**config.mk**
```make
export PLATFORM = sky130hd
export DESIGN_NAME = pipeline_ctrl
export DESIGN_NICKNAME = d
export VERILOG_FILES = /design/src/rtl/pipeline_ctrl_pkg.sv /design/src/rtl/pipeline_ctrl_forward_unit.sv /design/src/rtl/pipeline_ctrl.sv
export SDC_FILE = /design/constraint.sdc
export NUM_CORES = 1
export LEC_CHECK = 0
export CAP_MARGIN = 10
export CORE_MARGIN = 3
export CORE_UTILIZATION = 49
export DETAILED_ROUTE_END_ITERATION = 8
export GPL_ROUTABILITY_DRIVEN = 0
export GPL_TIMING_DRIVEN = 1
export PLACE_DENSITY = 0.85
export SLEW_MARGIN = 15
export SYNTH_ARGS = -nofsm -noshare
export SYNTH_HDL_FRONTEND = slang
export SYNTH_SLANG_ARGS = --single-unit
```
**constraint.sdc**
```tcl
create_clock -name clk_i -period 5.11 [get_ports clk_i]
set_clock_uncertainty 0.05 [all_clocks]
set_input_delay 0.7665 -clock clk_i [delete_from_list [all_inputs] [get_ports clk_i]]
set_output_delay 0.7665 -clock clk_i [all_outputs]
set_load 0.02 [all_outputs]
```
**src/rtl/pipeline_ctrl_pkg.sv**
```systemverilog
// pipeline_ctrl_pkg: shared types and the forwarding-select helper for the pipeline controller
package pipeline_ctrl_pkg;
  typedef logic [4:0] reg_addr_t;
  typedef enum logic [1:0] {FWD_RF = 2'b00, FWD_WB = 2'b01, FWD_MEM = 2'b10} fwd_sel_e;
  typedef enum logic [1:0] {BOOT, RUN, MD_BUSY} pctrl_state_e;
  // Memory stage wins over writeback since it holds the younger result.
  function automatic fwd_sel_e fwd_sel(input reg_addr_t rs, input reg_addr_t rd_mem, input logic we_mem,
                                       input reg_addr_t rd_wb, input logic we_wb);
    return (we_mem && rd_mem != '0 && rd_mem == rs) ? FWD_MEM :
           (we_wb && rd_wb != '0 && rd_wb == rs) ? FWD_WB : FWD_RF;
  endfunction
endpackage

```
**src/rtl/pipeline_ctrl_forward_unit.sv**
```systemverilog
// pipeline_ctrl_forward_unit: combinational operand forwarding selects for execute
module pipeline_ctrl_forward_unit
  import pipeline_ctrl_pkg::*;
(
  input  reg_addr_t rs1_ex,
  input  reg_addr_t rs2_ex,
  input  reg_addr_t rd_mem,
  input  reg_addr_t rd_wb,
  input  logic      reg_write_mem,
  input  logic      reg_write_wb,
  output fwd_sel_e  fwd_a,
  output fwd_sel_e  fwd_b
);
  assign fwd_a = fwd_sel(rs1_ex, rd_mem, reg_write_mem, rd_wb, reg_write_wb);
  assign fwd_b = fwd_sel(rs2_ex, rd_mem, reg_write_mem, rd_wb, reg_write_wb);
endmodule

```
**src/rtl/pipeline_ctrl.sv**
```systemverilog
// pipeline_ctrl: boot reset sequencing, hazard stall/flush, branch redirect and multi-cycle op freeze
module pipeline_ctrl
  import pipeline_ctrl_pkg::*;
#(
  parameter int BOOT_CYCLES = 4,
  parameter int MD_TIMEOUT  = 64,
  parameter int STALL_CNT_W = 32
) (
  input  logic                   clk_i,
  input  logic                   rst_ni,
  input  logic [4:0]             rs1_dc_i,
  input  logic [4:0]             rs2_dc_i,
  input  logic [4:0]             rs1_ex_i,
  input  logic [4:0]             rs2_ex_i,
  input  logic [4:0]             rd_ex_i,
  input  logic [4:0]             rd_mem_i,
  input  logic [4:0]             rd_wb_i,
  input  logic                   reg_write_mem_i,
  input  logic                   reg_write_wb_i,
  input  logic                   load_ex_i,
  input  logic                   branch_taken_ex_i,
  input  logic                   md_start_ex_i,
  input  logic                   md_done_i,
  output logic                   pipe_rst_o,
  output logic                   pc_src_ft_o,
  output logic                   stall_ft_o,
  output logic                   stall_dc_o,
  output logic                   stall_ex_o,
  output logic                   flush_dc_o,
  output logic                   flush_ex_o,
  output logic                   flush_mem_o,
  output logic [1:0]             fwd_a_ex_o,
  output logic [1:0]             fwd_b_ex_o,
  output logic                   md_err_o,
  output logic [STALL_CNT_W-1:0] stall_cnt_o
);
  localparam int CNT_MAX = BOOT_CYCLES > MD_TIMEOUT ? BOOT_CYCLES : MD_TIMEOUT;
  localparam int CNT_W = $clog2(CNT_MAX + 1);
  localparam logic [CNT_W-1:0] BOOT_LAST = CNT_W'(BOOT_CYCLES - 1);
  localparam logic [CNT_W-1:0] MD_LAST = CNT_W'(MD_TIMEOUT - 1);
  pctrl_state_e state, state_nx;
  logic [CNT_W-1:0] cnt, cnt_nx;
  logic lu, md_wait, run_br, run_lu, md_abort;
  fwd_sel_e fwd_a, fwd_b;

  pipeline_ctrl_forward_unit u_forward_unit (
    .rs1_ex        (rs1_ex_i),
    .rs2_ex        (rs2_ex_i),
    .rd_mem        (rd_mem_i),
    .rd_wb         (rd_wb_i),
    .reg_write_mem (reg_write_mem_i),
    .reg_write_wb  (reg_write_wb_i),
    .fwd_a         (fwd_a),
    .fwd_b         (fwd_b)
  );
  assign fwd_a_ex_o = fwd_a;
  assign fwd_b_ex_o = fwd_b;
  assign lu = load_ex_i && rd_ex_i != '0 && (rd_ex_i == rs1_dc_i || rd_ex_i == rs2_dc_i);

  always_ff @(posedge clk_i or negedge rst_ni)
    if (!rst_ni) begin
      state       <= BOOT;
      cnt         <= '0;
      pipe_rst_o  <= 1'b1;
      md_err_o    <= 1'b0;
      stall_cnt_o <= '0;
    end else begin
      state       <= state_nx;
      cnt         <= cnt_nx;
      pipe_rst_o  <= state_nx == BOOT;
      md_err_o    <= md_err_o | md_abort;
      stall_cnt_o <= (stall_ft_o && !(&stall_cnt_o)) ? stall_cnt_o + STALL_CNT_W'(1) : stall_cnt_o;
    end

  always_comb begin
    state_nx = state;
    cnt_nx   = cnt;
    case (state)
      BOOT: begin
        state_nx = cnt == BOOT_LAST ? RUN : BOOT;
        cnt_nx   = cnt == BOOT_LAST ? '0 : cnt + CNT_W'(1);
      end
      RUN: if (!branch_taken_ex_i && md_start_ex_i && !md_done_i) begin
        state_nx = MD_BUSY;
        cnt_nx   = CNT_W'(1);
      end
      MD_BUSY: begin
        state_nx = (md_done_i || cnt == MD_LAST) ? RUN : MD_BUSY;
        cnt_nx   = (md_done_i || cnt == MD_LAST) ? '0 : cnt + CNT_W'(1);
      end
      default: state_nx = BOOT;
    endcase
  end

  // BOOT drives no control at all; MD_BUSY ignores branch and load-use.
  always_comb begin
    run_br      = state == RUN && branch_taken_ex_i;
    md_wait     = (state == RUN && !branch_taken_ex_i && md_start_ex_i && !md_done_i) ||
                  (state == MD_BUSY && !md_done_i && cnt != MD_LAST);
    run_lu      = state == RUN && !branch_taken_ex_i && !(md_start_ex_i && !md_done_i) && lu;
    md_abort    = state == MD_BUSY && !md_done_i && cnt == MD_LAST;
    pc_src_ft_o = run_br;
    stall_ft_o  = md_wait || run_lu;
    stall_dc_o  = md_wait || run_lu;
    stall_ex_o  = md_wait;
    flush_dc_o  = run_br;
    flush_ex_o  = run_br || run_lu || md_abort;
    flush_mem_o = md_wait;
  end
endmodule
```
==> metrics.txt, run 1 <==
# TYPE chip_impl_metric gauge
chip_impl_info{name="outcome",value="finished, final reports clean"} 1
chip_impl_metric{name="post_cts.resized_instances",unit=""} 0
chip_impl_metric{name="placeableCoreArea",unit="um^2"} 4910
chip_impl_info{name="clk_root_buffer_cell",value="clkbuf_8"} 1
chip_impl_metric{name="syn_nets",unit=""} 303
chip_impl_metric{name="netlist.area_leader.share",unit="%"} 40.4
chip_impl_metric{name="cts_buffers",unit=""} 5
chip_impl_metric{name="grt_pass1_wl",unit="um"} 10900
chip_impl_metric{name="n_antenna_cell",unit=""} 0
chip_impl_metric{name="multi_input_comb_area",unit="um^2"} 1440
chip_impl_metric{name="post_synth.cell_area_avg",unit="um^2"} 10.3
chip_impl_info{name="crit_type",value="in2out"} 1
chip_impl_metric{name="syn-cell-area",unit="um^2"} 2600
chip_impl_metric{name="crit_arrival",unit="ns"} 3.13
chip_impl_metric{name="grt_overflow_total",unit=""} 0
chip_impl_metric{name="setup_total_negative_slack",unit="ns"} 0
chip_impl_info{name="critical_path.startpoint_type",value="input pin"} 1
chip_impl_metric{name="cts_sinks",unit=""} 43
chip_impl_metric{name="clock_path_buffers",unit=""} 2
chip_impl_info{name="commonest_cells_in_the_netlist",value="45 x xnor2_1, 42 x dfrtp_1, 16 x nand3_1, 16 x xor2_1, 14 x nor2_1"} 1
chip_impl_metric{name="drc",unit=""} 0
chip_impl_metric{name="post_cts_setup_buffer_count",unit=""} 0
chip_impl_metric{name="postSynthCellCount",unit=""} 254
chip_impl_info{name="endpoint",value="fwd_a_ex_o[0]"} 1
chip_impl_metric{name="fp.dieH",unit="um"} 78.9
chip_impl_metric{name="report.power.total",unit="mW"} 1.03
chip_impl_metric{name="chipWidth",unit="um"} 78.9
chip_impl_metric{name="top_level_ports",unit=""} 88
chip_impl_info{name="synth_top_area_cell",value="dfrtp_1"} 1
chip_impl_info{name="ys.flop_type",value="dfrtp_1"} 1
chip_impl_metric{name="layout.filler_cells",unit=""} 364
chip_impl_metric{name="clkSlewWorstSetupHoldPaths",unit="ns"} 0.09
chip_impl_metric{name="cp_max_fo",unit=""} 3
chip_impl_metric{name="hold_violations",unit=""} 0
chip_impl_metric{name="r2r_cells",unit=""} 9
chip_impl_info{name="yosys-top-cells-area",value="dfrtp_1 40%, xnor2_1 15%, xor2_1 5.4%, and3_1 3.1%, nand3_1 3.1%"} 1
chip_impl_metric{name="cap_violations",unit=""} 0
chip_impl_metric{name="clock_latency_of_the_later_clocked_register_in_the_worst_skew_pair",unit="ns"} 0.30
chip_impl_metric{name="power_per_cell_area",unit="nW/um^2"} 284
chip_impl_info{name="reg2reg_to",value="stall_cnt_o[1]"} 1
chip_impl_metric{name="cts-htree-levels",unit=""} 2
chip_impl_metric{name="synth_cell_types",unit=""} 42
chip_impl_metric{name="grt_start_max_net_pins",unit=""} 44
chip_impl_metric{name="portBuffers",unit=""} 87
chip_impl_metric{name="grt_util_all_layers",unit="%"} 21.5
chip_impl_metric{name="postCtsHoldBufs",unit=""} 0
chip_impl_metric{name="asyncSetResetFlopFracSynth",unit="%"} 100
chip_impl_metric{name="period_utilization_post_route",unit="%"} 77.3
chip_impl_metric{name="slew_viol_final",unit=""} 0
chip_impl_metric{name="number_of_antenna_violations_at_the_first_check_in_global_routing",unit=""} 0
chip_impl_metric{name="initial_core_util",unit="%"} 53.0
chip_impl_metric{name="drive_above_1_share",unit="%"} 7.85
chip_impl_metric{name="max_freq",unit="MHz"} 253
chip_impl_metric{name="detailedRoute.firstPassIterationCount",unit=""} 4
chip_impl_metric{name="hold_slack",unit="ns"} 0.411
chip_impl_metric{name="synth.yosys.warnings",unit=""} 0
chip_impl_metric{name="yosysSeqAreaShare",unit="%"} 41.4
chip_impl_metric{name="drtAntennaViolNets",unit=""} 0
chip_impl_metric{name="final.min_clock_period",unit="ns"} 3.95
chip_impl_info{name="worst_r2r_startpoint",value="state[0]"} 1
chip_impl_metric{name="finalSetupViolations",unit=""} 0
chip_impl_metric{name="finish.net_count",unit=""} 392
chip_impl_metric{name="post-dp-hpwl",unit="um"} 4790
chip_impl_metric{name="syn_to_final_growth",unit="%"} 39.2
chip_impl_metric{name="routed-via-count",unit=""} 2209
chip_impl_metric{name="route.final.wire_length",unit="um"} 6190
chip_impl_metric{name="avgRoutedWirePerCell",unit="um"} 15.1
chip_impl_metric{name="first_iter_violations",unit=""} 111
chip_impl_metric{name="final_design_area_no_fill",unit="um^2"} 3620
chip_impl_metric{name="synth-edff-count",unit=""} 0
chip_impl_metric{name="routed_via_density",unit=""} 5.37
chip_impl_metric{name="rows",unit=""} 25
chip_impl_info{name="setup.worst_path.start",value="rd_mem_i[1]"} 1
chip_impl_metric{name="design.die.area",unit="um^2"} 6220
chip_impl_metric{name="total_leakage_power",unit="nW"} 1.52
chip_impl_metric{name="preCtsSetupSlack",unit="ns"} 1.19
chip_impl_metric{name="max-slew-margin-rel",unit="%"} 38.2
chip_impl_metric{name="regArea",unit="um^2"} 1080
chip_impl_info{name="cell_with_the_most_instances_after_synthesis",value="xnor2_1"} 1
chip_impl_info{name="endpoint_kind",value="output port"} 1
chip_impl_metric{name="first_global_vias",unit=""} 2342
chip_impl_info{name="unrepaired_setup_endpoints_after_global_routing",value="false"} 1
chip_impl_info{name="class_of_the_most_critical_hold_timing_path",value="reg2reg"} 1
chip_impl_metric{name="setup.reg_to_reg.worst_slack",unit="ns"} 2.58
chip_impl_metric{name="vdd.ir_drop.worst",unit="uV"} 201
chip_impl_metric{name="placed_area",unit="um^2"} 3510
chip_impl_info{name="cts_tree",value="built"} 1
chip_impl_metric{name="timing.final.ws_setup",unit="ns"} 1.16
chip_impl_metric{name="max_slew.worst_pin.slew",unit="ns"} 0.927
chip_impl_metric{name="timing.critical_path.required",unit="ns"} 4.29
chip_impl_metric{name="synth_seq_cells",unit=""} 43
[cell type report]
cell class / count / area share, %
multi-input combinational: 196 / 39.8
sequential: 43 / 29.7
timing repair buffer: 88 / 24.1
tap: 67 / 2.31
clock buffer: 5 / 1.90
clock inverter: 3 / 1.21
inverter: 9 / 0.932
[stage by stage]
stage,utilization (%),cells
final,73.8,411
after global routing,73.8,411
after CTS,73.8,411
after detailed placement,71.5,403
after global placement,71.5,403
after floorplan,-,254
[cells in the final DEF, fill, tap and decap left out, types with 2 or more instances in the layout]
master           count
a21o_1               2
a21oi_1              6
a22o_1               4
and2_1               2
and3_1              13
and4_1               3
clkbuf_8             5
clkdlybuf4s50_1     86
dfrtp_1             42
ha_1                 6
inv_1                9
nand2_1             11
nand3_1             16
nand3_2              7
nand4_1              9
nor2_1              14
nor2b_1              2
nor3_1               4
nor4_1               5
o21ai_0             10
or4_1                4
xnor2_1             45
xor2_1              16
[flip-flops by register name, indices dropped and copies added, names as in the netlist]
signal and flops:
stall_cnt_o 32, state 2, pipe_rst_o 1, md_err_o 1, cnt 7
[routing by layer]
| metal | wire [um] | track usage, % |
|---|---|---|
| met1 | 2800 | 27.6 |
| met4 | 125 | 7.04 |
| met5 | 0 | 0 |
| met3 | 288 | 5.22 |
| met2 | 2980 | 35.9 |
[worst min path at each step]
| stage | slack, ns | to | start | depth (start not counted) |
|---|---|---|---|---|
| detailed placement | 0.39 | md_err_o | md_err_o | 1 |
| global route | 0.44 | md_err_o | md_err_o | 1 |
| finish | 0.41 | md_err_o | md_err_o | 1 |
| CTS | 0.42 | md_err_o | md_err_o | 1 |
| global placement | 0.39 | md_err_o | md_err_o | 1 |
| floorplan | 0.42 | cnt[0] | rst_ni | 0 |
[logic make-up (layout without fill, tap and decap cells)]
logic type                 Yosys count  after routing  synth area share [%]
AOI/OAI and AO/OA                   29             29                  7.54
xor gates and xnor gates            61             61                  20.5
adders and majority gates            6              6                  2.88
buffers and inverters               15            105                  3.22
DFF                                 43             43                  41.4
muxes                                1              1                 0.432
and+or+nand+nor                     99             99                  24.0
[worst max-delay path, stage by stage]
cell and delay, ns:
clkdlybuf4s50_1 0.47, or4_1 0.53, o21ai_0 0.25, nor4_1 0.12, nor4_1 0.33, clkdlybuf4s50_1 0.67
[report_power, final]
group	switching [mW]	internal [mW]
combinational	0.188	0.158
clock	0.118	0.146
sequential	0.0418	0.377
No activity file was read; power rests on OpenSTA's default activity.
==> run 2: changes to the inputs <==
- CORE_UTILIZATION: 49 -> 41
- PLACE_DENSITY: 0.85 -> 0.76
- clock period: 5.11 -> 3.4 ns (I/O delays scaled with it)
==> metrics.txt, run 2 (synthesis gave the netlist of run 1 again) <==
# TYPE chip_impl_metric gauge
chip_impl_info{name="unrepaired_setup_endpoints_after_global_routing",value="false"} 1
chip_impl_metric{name="n_antenna_cell",unit=""} 0
chip_impl_metric{name="syn_to_final_growth",unit="%"} 40.7
chip_impl_metric{name="total_leakage_power",unit="nW"} 1.56
chip_impl_metric{name="layout.core_utilization",unit="%"} 60.8
chip_impl_metric{name="initial_core_util",unit="%"} 43.2
chip_impl_metric{name="grt_overflow_total",unit=""} 0
chip_impl_metric{name="cap_violations",unit=""} 0
chip_impl_metric{name="cts_buffers",unit=""} 5
chip_impl_metric{name="first_iter_violations",unit=""} 40
chip_impl_metric{name="design.die.area",unit="um^2"} 7340
chip_impl_metric{name="cp_max_fo",unit=""} 2
chip_impl_metric{name="grt_start_max_net_pins",unit=""} 44
chip_impl_metric{name="final_design_area_no_fill",unit="um^2"} 3660
chip_impl_metric{name="timing.critical_path.required",unit="ns"} 2.84
chip_impl_metric{name="crit_arrival",unit="ns"} 2.70
chip_impl_metric{name="chipWidth",unit="um"} 85.7
chip_impl_metric{name="cts_sinks",unit=""} 43
chip_impl_metric{name="cts-htree-levels",unit=""} 2
chip_impl_metric{name="power_per_cell_area",unit="nW/um^2"} 421
chip_impl_metric{name="slew_viol_final",unit=""} 0
chip_impl_metric{name="final.min_clock_period",unit="ns"} 3.26
chip_impl_info{name="clk_root_buffer_cell",value="clkbuf_8"} 1
chip_impl_metric{name="placeableCoreArea",unit="um^2"} 6030
chip_impl_metric{name="finalSetupViolations",unit=""} 0
chip_impl_metric{name="rows",unit=""} 28
chip_impl_metric{name="period_utilization_post_route",unit="%"} 96.0
chip_impl_metric{name="first_global_vias",unit=""} 2262
chip_impl_metric{name="grt_pass1_wl",unit="um"} 10900
chip_impl_metric{name="number_of_antenna_violations_at_the_first_check_in_global_routing",unit=""} 0
chip_impl_metric{name="max_slew.worst_pin.slew",unit="ns"} 0.914
chip_impl_info{name="worstPathCellList",value="clkdlybuf4s50_1, or4_1, o21ai_0, nor4_1, nor4_1, clkdlybuf4s50_1"} 1
chip_impl_metric{name="hold_slack",unit="ns"} 0.293
chip_impl_info{name="final_cell_mix",value="85 x clkdlybuf4s50_1, 45 x xnor2_1, 42 x dfrtp_1"} 1
chip_impl_metric{name="drive_above_1_share",unit="%"} 8.62
chip_impl_metric{name="drc",unit=""} 0
chip_impl_metric{name="timing.critical_path.slowest_cell_delay",unit="ns"} 0.65
chip_impl_info{name="layout_top_registers",value="stall_cnt_o x32, cnt x7, state x2"} 1
chip_impl_metric{name="vdd.ir_drop.worst",unit="uV"} 329
chip_impl_info{name="critical_path.startpoint_type",value="input pin"} 1
chip_impl_metric{name="clkSlewWorstSetupHoldPaths",unit="ns"} 0.08
chip_impl_metric{name="routed-via-count",unit=""} 2220
chip_impl_metric{name="fp.dieH",unit="um"} 85.7
chip_impl_metric{name="hold_violations",unit=""} 0
chip_impl_metric{name="max_freq",unit="MHz"} 306
chip_impl_info{name="layout_commonest_cell",value="clkdlybuf4s50_1"} 1
chip_impl_info{name="outcome",value="finished, final reports clean"} 1
chip_impl_metric{name="regArea",unit="um^2"} 1080
chip_impl_metric{name="routed_via_density",unit=""} 5.25
chip_impl_info{name="cts_tree",value="built"} 1
chip_impl_info{name="largest_register_by_flop_count",value="stall_cnt_o"} 1
chip_impl_metric{name="avgRoutedWirePerCell",unit="um"} 14.6
chip_impl_info{name="crit_type",value="in2out"} 1
chip_impl_info{name="class_of_the_most_critical_hold_timing_path",value="in2async"} 1
chip_impl_metric{name="setup_total_negative_slack",unit="ns"} 0
chip_impl_metric{name="detailedRoute.firstPassIterationCount",unit=""} 4
chip_impl_info{name="cpMaxStageDelayCell",value="clkdlybuf4s50_1"} 1
chip_impl_metric{name="max-slew-margin-rel",unit="%"} 39.1
chip_impl_metric{name="portBuffers",unit=""} 87
chip_impl_metric{name="layout.filler_cells",unit=""} 541
chip_impl_metric{name="clock_path_buffers",unit=""} 2
chip_impl_metric{name="report.power.total",unit="mW"} 1.54
chip_impl_info{name="endpoint_kind",value="output port"} 1
chip_impl_metric{name="grt_util_all_layers",unit="%"} 18.2
chip_impl_metric{name="clock_latency_of_the_later_clocked_register_in_the_worst_skew_pair",unit="ns"} 0.29
chip_impl_metric{name="post-dp-hpwl",unit="um"} 4690
chip_impl_metric{name="drtAntennaViolNets",unit=""} 0
chip_impl_metric{name="top_level_ports",unit=""} 88
chip_impl_metric{name="placed_area",unit="um^2"} 3560
chip_impl_metric{name="finish.net_count",unit=""} 397
chip_impl_metric{name="max_reg_flops",unit=""} 32
chip_impl_metric{name="route.final.wire_length",unit="um"} 6160
chip_impl_metric{name="multi_input_comb_area",unit="um^2"} 1440
run 2: changes by cell type in the layout (fill, tap and decap cells not counted):
cell,change
clkbuf_1,+1
clkinv_4,-1
clkdlybuf4s50_1,-1
buf_4,+5
dlymetal6s2s_1,+1
clkinv_2,-1
run 2: cell type report:
type	count	area share, %
well taps	75	2.56
flip-flops and latches	43	29.4
repair buffers	93	24.9
clock buffers	6	1.98
inverters	9	0.922
multi-input cells	196	39.4
clock inverters	1	0.820
run 2: path summary, 6_finish.rpt:
path / start / to / slack [ns] / depth (start not counted)
worst min register to register: md_err_o / md_err_o / 0.41 / 1
max in group asynchronous: rst_ni / stall_cnt_o[29] / 2.43 / 1
worst max register to register: state[1] / stall_cnt_o[1] / 0.93 / 8
worst max-delay path: rd_mem_i[1] / fwd_b_ex_o[0] / 0.14 / 6
worst min-delay path: rst_ni / stall_cnt_o[19] / 0.29 / 1
min in group clk_i: md_err_o / md_err_o / 0.41 / 1
run 2: repair_timing:
item | CTS | global route
endpoints found under the setup margin | 0 | 1
gates resized for setup | 0 | 1
hold buffers | 0 | 0
buffers inserted | 0 | 0
run 2: report_power, final:
group          leakage (nW)  total [mW]  internal, mW  switching [mW]
Clock                0.0513       0.382         0.215           0.167
Combinational         0.923       0.530         0.243           0.287
Sequential            0.588       0.629         0.566          0.0629
Total                  1.56        1.54          1.02           0.517
run 2: worst max-delay path, delay by kind of cell:
kind,cells,cell delay (ns)
compound gates,1,0.22
buf+inv,2,1.06
simple gates,3,0.91
run 2: routing by layer:
metal	part of all wire [%]	GRT usage, %	wire, um
met1	46	24.9	2860
met2	45	28.0	2780
met3	6.8	4.80	419
met4	1.6	6.33	101
met5	0	0	0
run 2: per-stage QoR:
| stage | instances | setup WS [ns] |
|---|---|---|
| after floorplan | 254 | 0.713 |
| after global placement | 416 | 0.128 |
| after detailed placement | 416 | 0.103 |
| after CTS | 423 | 0.113 |
| after global routing | 423 | 0.0120 |
| final | 423 | 0.137 |
